==> config.mk <==
export PLATFORM = sky130hd
export DESIGN_NAME = led_bar_controller
export DESIGN_NICKNAME = d
export VERILOG_FILES = /design/src/rtl/led_bar_pkg.sv /design/src/rtl/led_bar_controller_button_conditioner.sv /design/src/rtl/led_bar_controller.sv
export SDC_FILE = /design/constraint.sdc
export NUM_CORES = 1
export LEC_CHECK = 0
export BUFFER_PORTS_ARGS = -buffer_cell sky130_fd_sc_hd__buf_2
export CORE_MARGIN = 2
export CORE_UTILIZATION = 35
export CTS_BUF_LIST = sky130_fd_sc_hd__clkbuf_16
export DETAILED_ROUTE_END_ITERATION = 8
export GPL_TIMING_DRIVEN = 1
export PLACE_DENSITY = 0.55
export SLEW_MARGIN = 20
export SYNTH_ARGS = -nofsm -noshare
export SYNTH_HDL_FRONTEND = slang
export SYNTH_SLANG_ARGS = --single-unit
export TNS_END_PERCENT = 5
==> constraint.sdc <==
create_clock -name clk -period 2.72 [get_ports clk]
set_input_delay 0.544 -clock clk [delete_from_list [all_inputs] [get_ports clk]]
set_output_delay 0.544 -clock clk [all_outputs]
set_load 0.02 [all_outputs]
==> src/rtl/led_bar_pkg.sv <==
// Shared definitions for the LED bar controller.
// Holds the wrap-mode constants, the repeat FSM state type and the
// level-to-thermometer decode used by the top level.
package led_bar_pkg;

    // Wrap-mode selectors for the WRAP parameter.
    localparam int WRAP_SATURATE = 0;
    localparam int WRAP_AROUND   = 1;

    // Largest supported bar and the level width needed to hold it.
    localparam int MAX_WIDTH = 32;
    localparam int MAX_LW    = 6;

    // Auto-repeat sequencing of a single button.
    // REP_IDLE  : no press in progress, or the button has been held since reset.
    // REP_DELAY : waiting out the initial hold time after a press.
    // REP_REPEAT: stepping at the repeat rate until release.
    typedef enum logic [1:0] {
        REP_IDLE   = 2'd0,
        REP_DELAY  = 2'd1,
        REP_REPEAT = 2'd2
    } repeatState_e;

    // Thermometer decode: bits [lvl-1:0] set, the rest clear.
    // Levels of MAX_WIDTH or more light every bit.
    function automatic logic [MAX_WIDTH-1:0] levelToBar(input logic [MAX_LW-1:0] lvl);
        logic [MAX_WIDTH-1:0] bar;
        bar = '0;
        for (int i = 0; i < MAX_WIDTH; i++) begin
            bar[i] = (i < int'(lvl));
        end
        return bar;
    endfunction

endpackage

==> src/rtl/led_bar_controller_button_conditioner.sv <==
// Conditions one raw, asynchronous push button into single-cycle step pulses.
// The button is synchronised through two flops, its rising edge becomes the
// first step, and holding it produces auto-repeat steps after an initial
// delay and then at a fixed rate until it is released.
module button_conditioner
    import led_bar_pkg::*;
#(
    parameter int REPEAT_DELAY = 16,
    parameter int REPEAT_RATE  = 4
) (
    input  logic clk,
    input  logic reset,
    input  logic btn_i,
    output logic step_o
);

    // The counter only has to reach the larger of the two hold intervals.
    localparam int CNT_MAX = (REPEAT_DELAY > REPEAT_RATE) ? REPEAT_DELAY : REPEAT_RATE;
    localparam int CW      = $clog2(CNT_MAX + 1);

    localparam logic [CW-1:0] DELAY_TARGET = CW'(REPEAT_DELAY);
    localparam logic [CW-1:0] RATE_TARGET  = CW'(REPEAT_RATE);
    localparam logic [CW-1:0] CNT_ONE      = CW'(1);
    localparam logic [CW-1:0] CNT_FULL     = {CW{1'b1}};

    logic         syncMeta_q;
    logic         syncStable_q;
    logic         syncPrev_q;
    logic         press;
    logic [CW-1:0] cnt_q;
    logic [CW-1:0] cnt_d;
    logic [CW-1:0] cntInc;
    repeatState_e  state_q;
    repeatState_e  state_d;

    // Synchroniser and edge-detect flops reset high so a button held through
    // reset looks like it was already pressed and cannot create a step.
    always_ff @(posedge clk or negedge reset) begin
        if (!reset) begin
            syncMeta_q   <= 1'b1;
            syncStable_q <= 1'b1;
            syncPrev_q   <= 1'b1;
        end else begin
            syncMeta_q   <= btn_i;
            syncStable_q <= syncMeta_q;
            syncPrev_q   <= syncStable_q;
        end
    end

    assign press  = syncStable_q & ~syncPrev_q;
    assign cntInc = (cnt_q == CNT_FULL) ? cnt_q : cnt_q + CNT_ONE;

    // Repeat state and hold counter; reset aborts any repeat in progress.
    always_ff @(posedge clk or negedge reset) begin
        if (!reset) begin
            state_q <= REP_IDLE;
            cnt_q   <= '0;
        end else begin
            state_q <= state_d;
            cnt_q   <= cnt_d;
        end
    end

    // Next repeat state: release always returns to idle with a cleared counter.
    always_comb begin
        state_d = state_q;
        cnt_d   = cnt_q;
        if (!syncStable_q) begin
            state_d = REP_IDLE;
            cnt_d   = '0;
        end else begin
            case (state_q)
                REP_IDLE: begin
                    if (press && (REPEAT_DELAY > 0)) begin
                        state_d = REP_DELAY;
                        cnt_d   = CNT_ONE;
                    end
                end
                REP_DELAY: begin
                    if (cnt_q == DELAY_TARGET) begin
                        state_d = REP_REPEAT;
                        cnt_d   = CNT_ONE;
                    end else begin
                        cnt_d = cntInc;
                    end
                end
                REP_REPEAT: begin
                    if (cnt_q == RATE_TARGET) begin
                        cnt_d = CNT_ONE;
                    end else begin
                        cnt_d = cntInc;
                    end
                end
                default: begin
                    state_d = REP_IDLE;
                    cnt_d   = '0;
                end
            endcase
        end
    end

    // Step pulse: the press itself, then each expiry of the delay or rate
    // interval, but only while the button is still held.
    always_comb begin
        step_o = 1'b0;
        if (syncStable_q) begin
            case (state_q)
                REP_IDLE:   step_o = press;
                REP_DELAY:  step_o = (cnt_q == DELAY_TARGET);
                REP_REPEAT: step_o = (cnt_q == RATE_TARGET);
                default:    step_o = 1'b0;
            endcase
        end
    end

endmodule

==> src/rtl/led_bar_controller.sv <==
// LED bar level controller.
// Two conditioned buttons step a level up and down between MIN_LEVEL and
// WIDTH (saturating or wrapping), a load strobe sets it directly, and the
// bar, at_max and at_min outputs are pure decodes of that single level register.
module led_bar_controller
    import led_bar_pkg::*;
#(
    parameter int WIDTH        = 8,
    parameter int MIN_LEVEL    = 1,
    parameter int WRAP         = 0,
    parameter int REPEAT_DELAY = 16,
    parameter int REPEAT_RATE  = 4,
    localparam int LW          = $clog2(WIDTH + 1)
) (
    input  logic          clk,
    input  logic          reset,
    input  logic          up_btn,
    input  logic          down_btn,
    input  logic          load,
    input  logic [LW-1:0] load_level,
    output logic [WIDTH-1:0] Q,
    output logic [LW-1:0] level,
    output logic          at_max,
    output logic          at_min
);

    localparam logic [LW-1:0] MAX_LVL = LW'(WIDTH);
    localparam logic [LW-1:0] MIN_LVL = LW'(MIN_LEVEL);
    localparam logic [LW-1:0] LVL_ONE = LW'(1);

    logic          upStep;
    logic          downStep;
    logic [LW-1:0] level_q;
    logic [LW-1:0] level_d;

    button_conditioner #(
        .REPEAT_DELAY (REPEAT_DELAY),
        .REPEAT_RATE  (REPEAT_RATE)
    ) upCond (
        .clk    (clk),
        .reset  (reset),
        .btn_i  (up_btn),
        .step_o (upStep)
    );

    button_conditioner #(
        .REPEAT_DELAY (REPEAT_DELAY),
        .REPEAT_RATE  (REPEAT_RATE)
    ) downCond (
        .clk    (clk),
        .reset  (reset),
        .btn_i  (down_btn),
        .step_o (downStep)
    );

    // Next level: load wins, a lone up or down step moves, simultaneous steps cancel.
    always_comb begin
        level_d = level_q;
        if (load) begin
            if (load_level < MIN_LVL) begin
                level_d = MIN_LVL;
            end else if (load_level > MAX_LVL) begin
                level_d = MAX_LVL;
            end else begin
                level_d = load_level;
            end
        end else if (upStep && !downStep) begin
            if (level_q == MAX_LVL) begin
                level_d = (WRAP == WRAP_AROUND) ? MIN_LVL : MAX_LVL;
            end else begin
                level_d = level_q + LVL_ONE;
            end
        end else if (downStep && !upStep) begin
            if (level_q == MIN_LVL) begin
                level_d = (WRAP == WRAP_AROUND) ? MAX_LVL : MIN_LVL;
            end else begin
                level_d = level_q - LVL_ONE;
            end
        end
    end

    // The level register is the only bar state; reset returns it to the floor.
    always_ff @(posedge clk or negedge reset) begin
        if (!reset) begin
            level_q <= MIN_LVL;
        end else begin
            level_q <= level_d;
        end
    end

    assign level  = level_q;
    assign Q      = WIDTH'(levelToBar(MAX_LW'(level_q)));
    assign at_max = (level_q == MAX_LVL);
    assign at_min = (level_q == MIN_LVL);

endmodule

==> results of run 1 <==
logic make-up (layout without fill, tap and decap cells):
kind of cell	Yosys count	count (layout)	share of synthesized area [%]
fa+ha+maj	7	7	5.66
simple gates	61	61	23.8
flops	24	24	39.4
compound gates	47	47	22.6
mux	4	4	2.67
buf+inv	19	40	5.34
xor+xnor	1	1	0.566
layer usage:
metal	vias up	global-route usage [%]	routed length, um
met4	0	3.85	20
li1	645	-	-
met3	2	2.74	86
met5	-	0	0
met1	638	19.0	1510
met2	19	25.2	1690
through the flow:
step / worst slack, ps / instances / hold slack, ps / utilization, %
after global placement: 758 / 232 / 349 / 39.4
after global routing: 484 / 236 / 324 / 41.3
final: 577 / 236 / 264 / 41.3
after floorplan: 753 / 163 / 248 / -
after detailed placement: 646 / 232 / 347 / 39.4
after CTS: 584 / 236 / 293 / 41.3
area by class of cell:
type | instances | area share, %
Clock buffer | 3 | 4.24
Clock inverter | 1 | 0.212
Inverter | 14 | 2.97
Multi-Input combinational cell | 120 | 48.3
Sequential cell | 24 | 34.4
Tap cell | 52 | 3.67
Timing Repair Buffer | 22 | 6.21
power by group through the flow:
stage	clock (uW)	sequential (uW)	combinational, uW
2_1_floorplan	0	418	160
3_3_place_gp	0	422	220
3_5_place_dp	0	423	225
4_1_cts	330	418	227
5_1_grt	345	423	249
6_report	318	418	224
synthesized netlist by cell type (2+ instances only):
library cell  number
nand2_1            9
clkbuf_1           3
and4bb_1           2
or3_1              3
a21o_1             3
nand4bb_1          3
dfrtp_1           17
nand3_1            4
o31ai_1            2
nor2b_1            4
nor2_1            12
nand2b_1           6
inv_1             14
ha_1               7
and2_1             3
o21ai_0            8
a21boi_0           3
dfstp_2            7
mux2i_1            3
a41oi_1            2
a21oi_1           11
nand4_1            3
o2bb2ai_1          4
and3_1             3
nand3b_1           5
state kept, by name, indices dropped and copies added (netlist names):
name                   cells
upCond.syncStable_q        1
downCond.cnt_q             5
upCond.syncPrev_q          1
downCond.syncMeta_q        1
upCond.state_q             2
level                      4
upCond.syncMeta_q          1
downCond.state_q           2
downCond.syncStable_q      1
downCond.syncPrev_q        1
upCond.cnt_q               5
how the worst max path moves through the flow:
stage	start	end	slack (ps)
floorplan	level[0]$_DFFE_PN1P_	Q[1]	750
global placement	upCond.cnt_q[0]$_DFFE_PN0P_	level[3]$_DFFE_PN0P_	760
detailed placement	upCond.cnt_q[0]$_DFFE_PN0P_	level[3]$_DFFE_PN0P_	650
CTS	level[0]$_DFFE_PN1P_	Q[4]	580
global route	level[0]$_DFFE_PN1P_	Q[4]	480
finish	level[0]$_DFFE_PN1P_	Q[4]	580
critical path, stage by stage, from the launching register on:
cell and delay (ps):
dfstp_2 600, inv_1 70, ha_1 250, nand2b_1 180, nand2b_1 80, buf_2 160
==> impl_metrics.csv, run 1 <==
group,metric,value,unit
run_status,status,"completed",
detailed_routing,viasPerCell,5.53,
clocking,cts_setup_buffers,0,
die,die_width,70.5,um
cells_and_area,area_growth,14.5,%
synthesis,synthArstFlopShare,100,%
detailed_routing,drtIter0Drc,86,
synthesis,synth_area_leaders,"dfrtp_1 27%, dfstp_2 12%, ha_1 5.7%",
power_and_ir_drop,pwr-share-comb,23.3,%
grt,grt_pass1_vias,1284,
timing,period_share,78.8,%
critical_path,rr_startpoint,"upCond.cnt_q[0]$_DFFE_PN0P_",
synthesis,ys_types,47,
die,core,4290,um^2
cells_and_area,layout_common_cells,"22 x buf_2, 17 x dfrtp_1, 15 x inv_1",
timing,finalSetupViolCount,0,
synthesis,synthesis.nets,179,
clocking,cts_max_level,1,
place,placed_area,1690,um^2
place,port_buffers,22,
grt,grt_max_degree,25,
cells_and_area,drive_above_1_share,21.7,%
critical_path,startpoint_type,"register",
cells_and_area,diodes,0,
critical_path,critPathCaptureType,"output port",
timing,fin_crit,2140,ps
detailed_routing,via_count,1304,
power_and_ir_drop,clkPwrFrac,33.1,%
timing,tightest_slew,536,ps
synthesis,netlist_instances,163,
critical_path,r2r_slack,630,ps
synthesis,synth_edf_count,0,
clocking,cts.clk_slew.worst_paths,60,ps
timing,timing.setup.tns,0,ps
power_and_ir_drop,p_leak,0.000810,uW
power_and_ir_drop,power_switching,292,uW
die,num_rows,24,
critical_path,crit_type,"register to output port",
detailed_routing,drtAntennaViolNets,0,
die,start_util,36.0,%
detailed_routing,routed_wl,3300,um
synthesis,syn_area_per_cell,9.50,um^2
synthesis,ys.flop_type,"dfrtp_1",
cells_and_area,register_area,609,um^2
cells_and_area,layout_commonest_cell,"buf_2",
power_and_ir_drop,p_per_area,542,nW/um^2
timing,rsz0062_at_grt,"false",
clocking,cts_buffers,3,
power_and_ir_drop,swShare,30.4,%
cells_and_area,stdcell_area,1770,um^2
power_and_ir_drop,intPower,668,uW
clocking,cts_tree,"yes",
synthesis,synth_top_area_share,27.5,%
cells_and_area,fin_nets,201,
min_path,hold_class,"primary input to async pin",
timing,slew_viol_final,0,
place,place_congestion,0.748,
detailed_routing,post-route-drc-count,0,
grt,gr-total-overflow,0,
clocking,cts_resized,0,
critical_path,required,2180,ps
die,io_pins,23,
critical_path,ff2ff_path_depth,8,
synthesis,ys_warn_count,0,
clocking,holdBufCountCts,0,
timing,skew,1.47,ps
critical_path,cp_max_fo,8,
die,die_h,70.5,um
synthesis,synth_area,1550,um^2
synthesis,ys_ff_latch,24,
flow_run,maxCapViolCount,0,
clocking,clk_path_buf_depth,2,
grt,grt_pass1_wl,5840,um
synthesis,synth-seq-area-share,39.4,%
place,dp_hpwl,2500,um
grt,antenna_found_initial,0,
power_and_ir_drop,pwr-share-seq,43.6,%
grt,track_usage,14.7,%
detailed_routing,dr.pass1.iters,4,
timing,slew_headroom,64.3,%
power_and_ir_drop,ir_drop,306,uV
clocking,cts-root-buf,"clkbuf_16",
clocking,cts.sinks,24,
timing,fmax,467,MHz
timing,hold_viol_final,0,
power_and_ir_drop,power,960,uW
detailed_routing,wl_per_cell,14.0,um
critical_path,r2r_end,"level[3]$_DFFE_PN0P_",
clocking,clk_latency,250,ps
critical_path,crit_arrival,1600,ps
die,dieArea,4970,um^2
synthesis,yosysTopAreaCell,"dfrtp_1",
cells_and_area,multi_input_area,856,um^2
cells_and_area,fill_cells,425,
Power figures use the tool's default switching activity.
==> inputs of run 2 (changes only) <==
--- a/config.mk
+++ b/config.mk
@@ -11,7 +11,7 @@
 export CTS_BUF_LIST = sky130_fd_sc_hd__clkbuf_16
 export DETAILED_ROUTE_END_ITERATION = 8
 export GPL_TIMING_DRIVEN = 1
-export PLACE_DENSITY = 0.55
+export PLACE_DENSITY = 0.57
 export SLEW_MARGIN = 20
 export SYNTH_ARGS = -nofsm -noshare
 export SYNTH_HDL_FRONTEND = slang
==> constraint.sdc (replaced) <==
create_clock -name clk -period 1.9 [get_ports clk]
set_input_delay 0.38 -clock clk [delete_from_list [all_inputs] [get_ports clk]]
set_output_delay 0.38 -clock clk [all_outputs]
set_load 0.02 [all_outputs]
==> run 2 against run 1 <==
Compared with the run above: non-clock buffer count increased by 24; clock-buffer cell count unchanged; sequential power is 38% higher; largest power group unchanged.
==> impl_metrics.csv, run 2 (same netlist as run 1, synthesis figures left out) <==
group,metric,value,unit
run_status,status,"completed",
clocking,cts-root-buf,"clkbuf_16",
cells_and_area,fill_cells,396,
critical_path,ff2ff_path_depth,8,
detailed_routing,wl_per_cell,13.7,um
timing,timing.setup.tns,0,ps
clocking,clk_latency,260,ps
power_and_ir_drop,pwr-share-seq,39.8,%
grt,gr-total-overflow,0,
cells_and_area,area_growth,30.6,%
cells_and_area,register_area,609,um^2
detailed_routing,dr.pass1.iters,4,
detailed_routing,wl_met1,1590,um
grt,grt_max_degree,25,
grt,track_usage,15.0,%
cells_and_area,layout_commonest_cell,"buf_4",
detailed_routing,met3WireLength,81,um
cells_and_area,drive_above_1_share,36.1,%
power_and_ir_drop,p_leak,0.000935,uW
die,die_width,70.5,um
power_and_ir_drop,clkPwrFrac,31.6,%
power_and_ir_drop,pwr-share-comb,28.7,%
min_path,hold_class,"primary input to async pin",
clocking,cts_buffers,3,
place,place_congestion,0.803,
power_and_ir_drop,power,1450,uW
die,dieArea,4970,um^2
detailed_routing,post-route-drc-count,0,
detailed_routing,drtAntennaViolNets,0,
clocking,cts.sinks,24,
flow_run,maxCapViolCount,0,
clocking,cts.clk_slew.worst_paths,60,ps
place,dp_hpwl,2590,um
timing,slew_viol_final,0,
timing,skew,4.54,ps
critical_path,critPathCaptureType,"register",
timing,period_share,98.7,%
timing,tightest_slew,570,ps
timing,hold_viol_final,0,
timing,fmax,534,MHz
timing,finalSetupViolCount,0,
power_and_ir_drop,intPower,1010,uW
clocking,cts_tree,"yes",
power_and_ir_drop,ir_drop,501,uV
timing,rsz0062_at_grt,"true",
grt,grt_pass1_vias,1385,
clocking,cts_max_level,1,
critical_path,required,2040,ps
grt,antenna_found_initial,0,
place,port_buffers,22,
die,start_util,36.0,%
detailed_routing,met2_length,1870,um
detailed_routing,viasPerCell,5.25,
cells_and_area,layout_common_cells,"26 x buf_4, 20 x buf_2, 17 x dfrtp_1",
cells_and_area,diodes,0,
grt,grt_pass1_wl,6130,um
power_and_ir_drop,p_per_area,717,nW/um^2
timing,fin_crit,1870,ps
die,die_h,70.5,um
detailed_routing,routed_wl,3560,um
critical_path,startpoint_type,"register",
critical_path,crit_arrival,2010,ps
die,core,4290,um^2
die,io_pins,23,
cells_and_area,fin_nets,225,
detailed_routing,via_count,1366,
clocking,holdBufCountCts,0,
power_and_ir_drop,power_switching,439,uW
critical_path,crit_type,"register to register",
critical_path,cp_max_fo,5,
die,num_rows,24,
detailed_routing,dr.max_layer_used,"met4",
power_and_ir_drop,swShare,30.3,%
detailed_routing,drtIter0Drc,26,
cells_and_area,multi_input_area,921,um^2
clocking,clk_path_buf_depth,2,
timing,slew_headroom,62.0,%
-- run 2: final cells by class --
class	instances	area share (%)
Sequential cell	24	30.1
Multi-Input combinational cell	120	45.5
Timing Repair Buffer	46	14.6
Clock buffer	3	3.71
Tap cell	52	3.22
Clock inverter	1	0.186
Inverter	14	2.60
-- run 2: worst paths after layout --
kind,endpoint,slack (ps),from
worst max-delay path,level[3]$_DFFE_PN0P_,30,upCond.cnt_q[0]$_DFFE_PN0P_
worst min-delay path,level[1]$_DFFE_PN0P_,120,reset
worst max register to register,level[3]$_DFFE_PN0P_,30,upCond.cnt_q[0]$_DFFE_PN0P_
worst min register to register,upCond.syncStable_q$_DFF_PN1_,360,upCond.syncMeta_q$_DFF_PN1_
max in group asynchronous,upCond.syncMeta_q$_DFF_PN1_,1410,reset
min in group clk,downCond.syncMeta_q$_DFF_PN1_,220,down_btn
-- run 2: what timing repair did --
item / 4_1_cts / 5_1_grt
resized for setup: 4 / 15
setup buffers: 4 / 4
pin swaps: 7 / 7
setup endpoints to repair: 6 / 12
-- run 2: critical path, cell delays in order, from the launching register on --
cell and delay, ps:
dfrtp_1 380, inv_1 60, ha_2 160, and4bb_2 230, nand3b_1 140, a21boi_4 260, nand3_2 110, o31a_1 120
a221o_1 290
-- run 2: per-layer routing --
layer,up-vias,track usage (%)
met5,-,0
met4,0,2.56
met3,2,3.46
met2,10,26.7
met1,659,18.8
li1,695,-
-- run 2: metrics by stage --
stage	instance area, um^2	instances	setup WS [ps]	utilization [%]	hold slack (ps)
CTS	1940	256	-7.51	45.1	132
finish	2020	260	25.6	47.1	116
floorplan	1550	163	15.9	-	84.4
detailed placement	1810	248	-55.2	42.2	348
global route	2020	260	-93.1	47.1	148
global placement	1810	248	40.7	42.2	348
-- run 2: power groups by stage --
stage | combinational [uW] | clock [uW] | sequential [uW]
2_1_floorplan | 229 | 0 | 598
4_1_cts | 382 | 470 | 576
6_report | 415 | 457 | 576
3_3_place_gp | 349 | 0 | 588
5_1_grt | 456 | 497 | 580
3_5_place_dp | 359 | 0 | 591
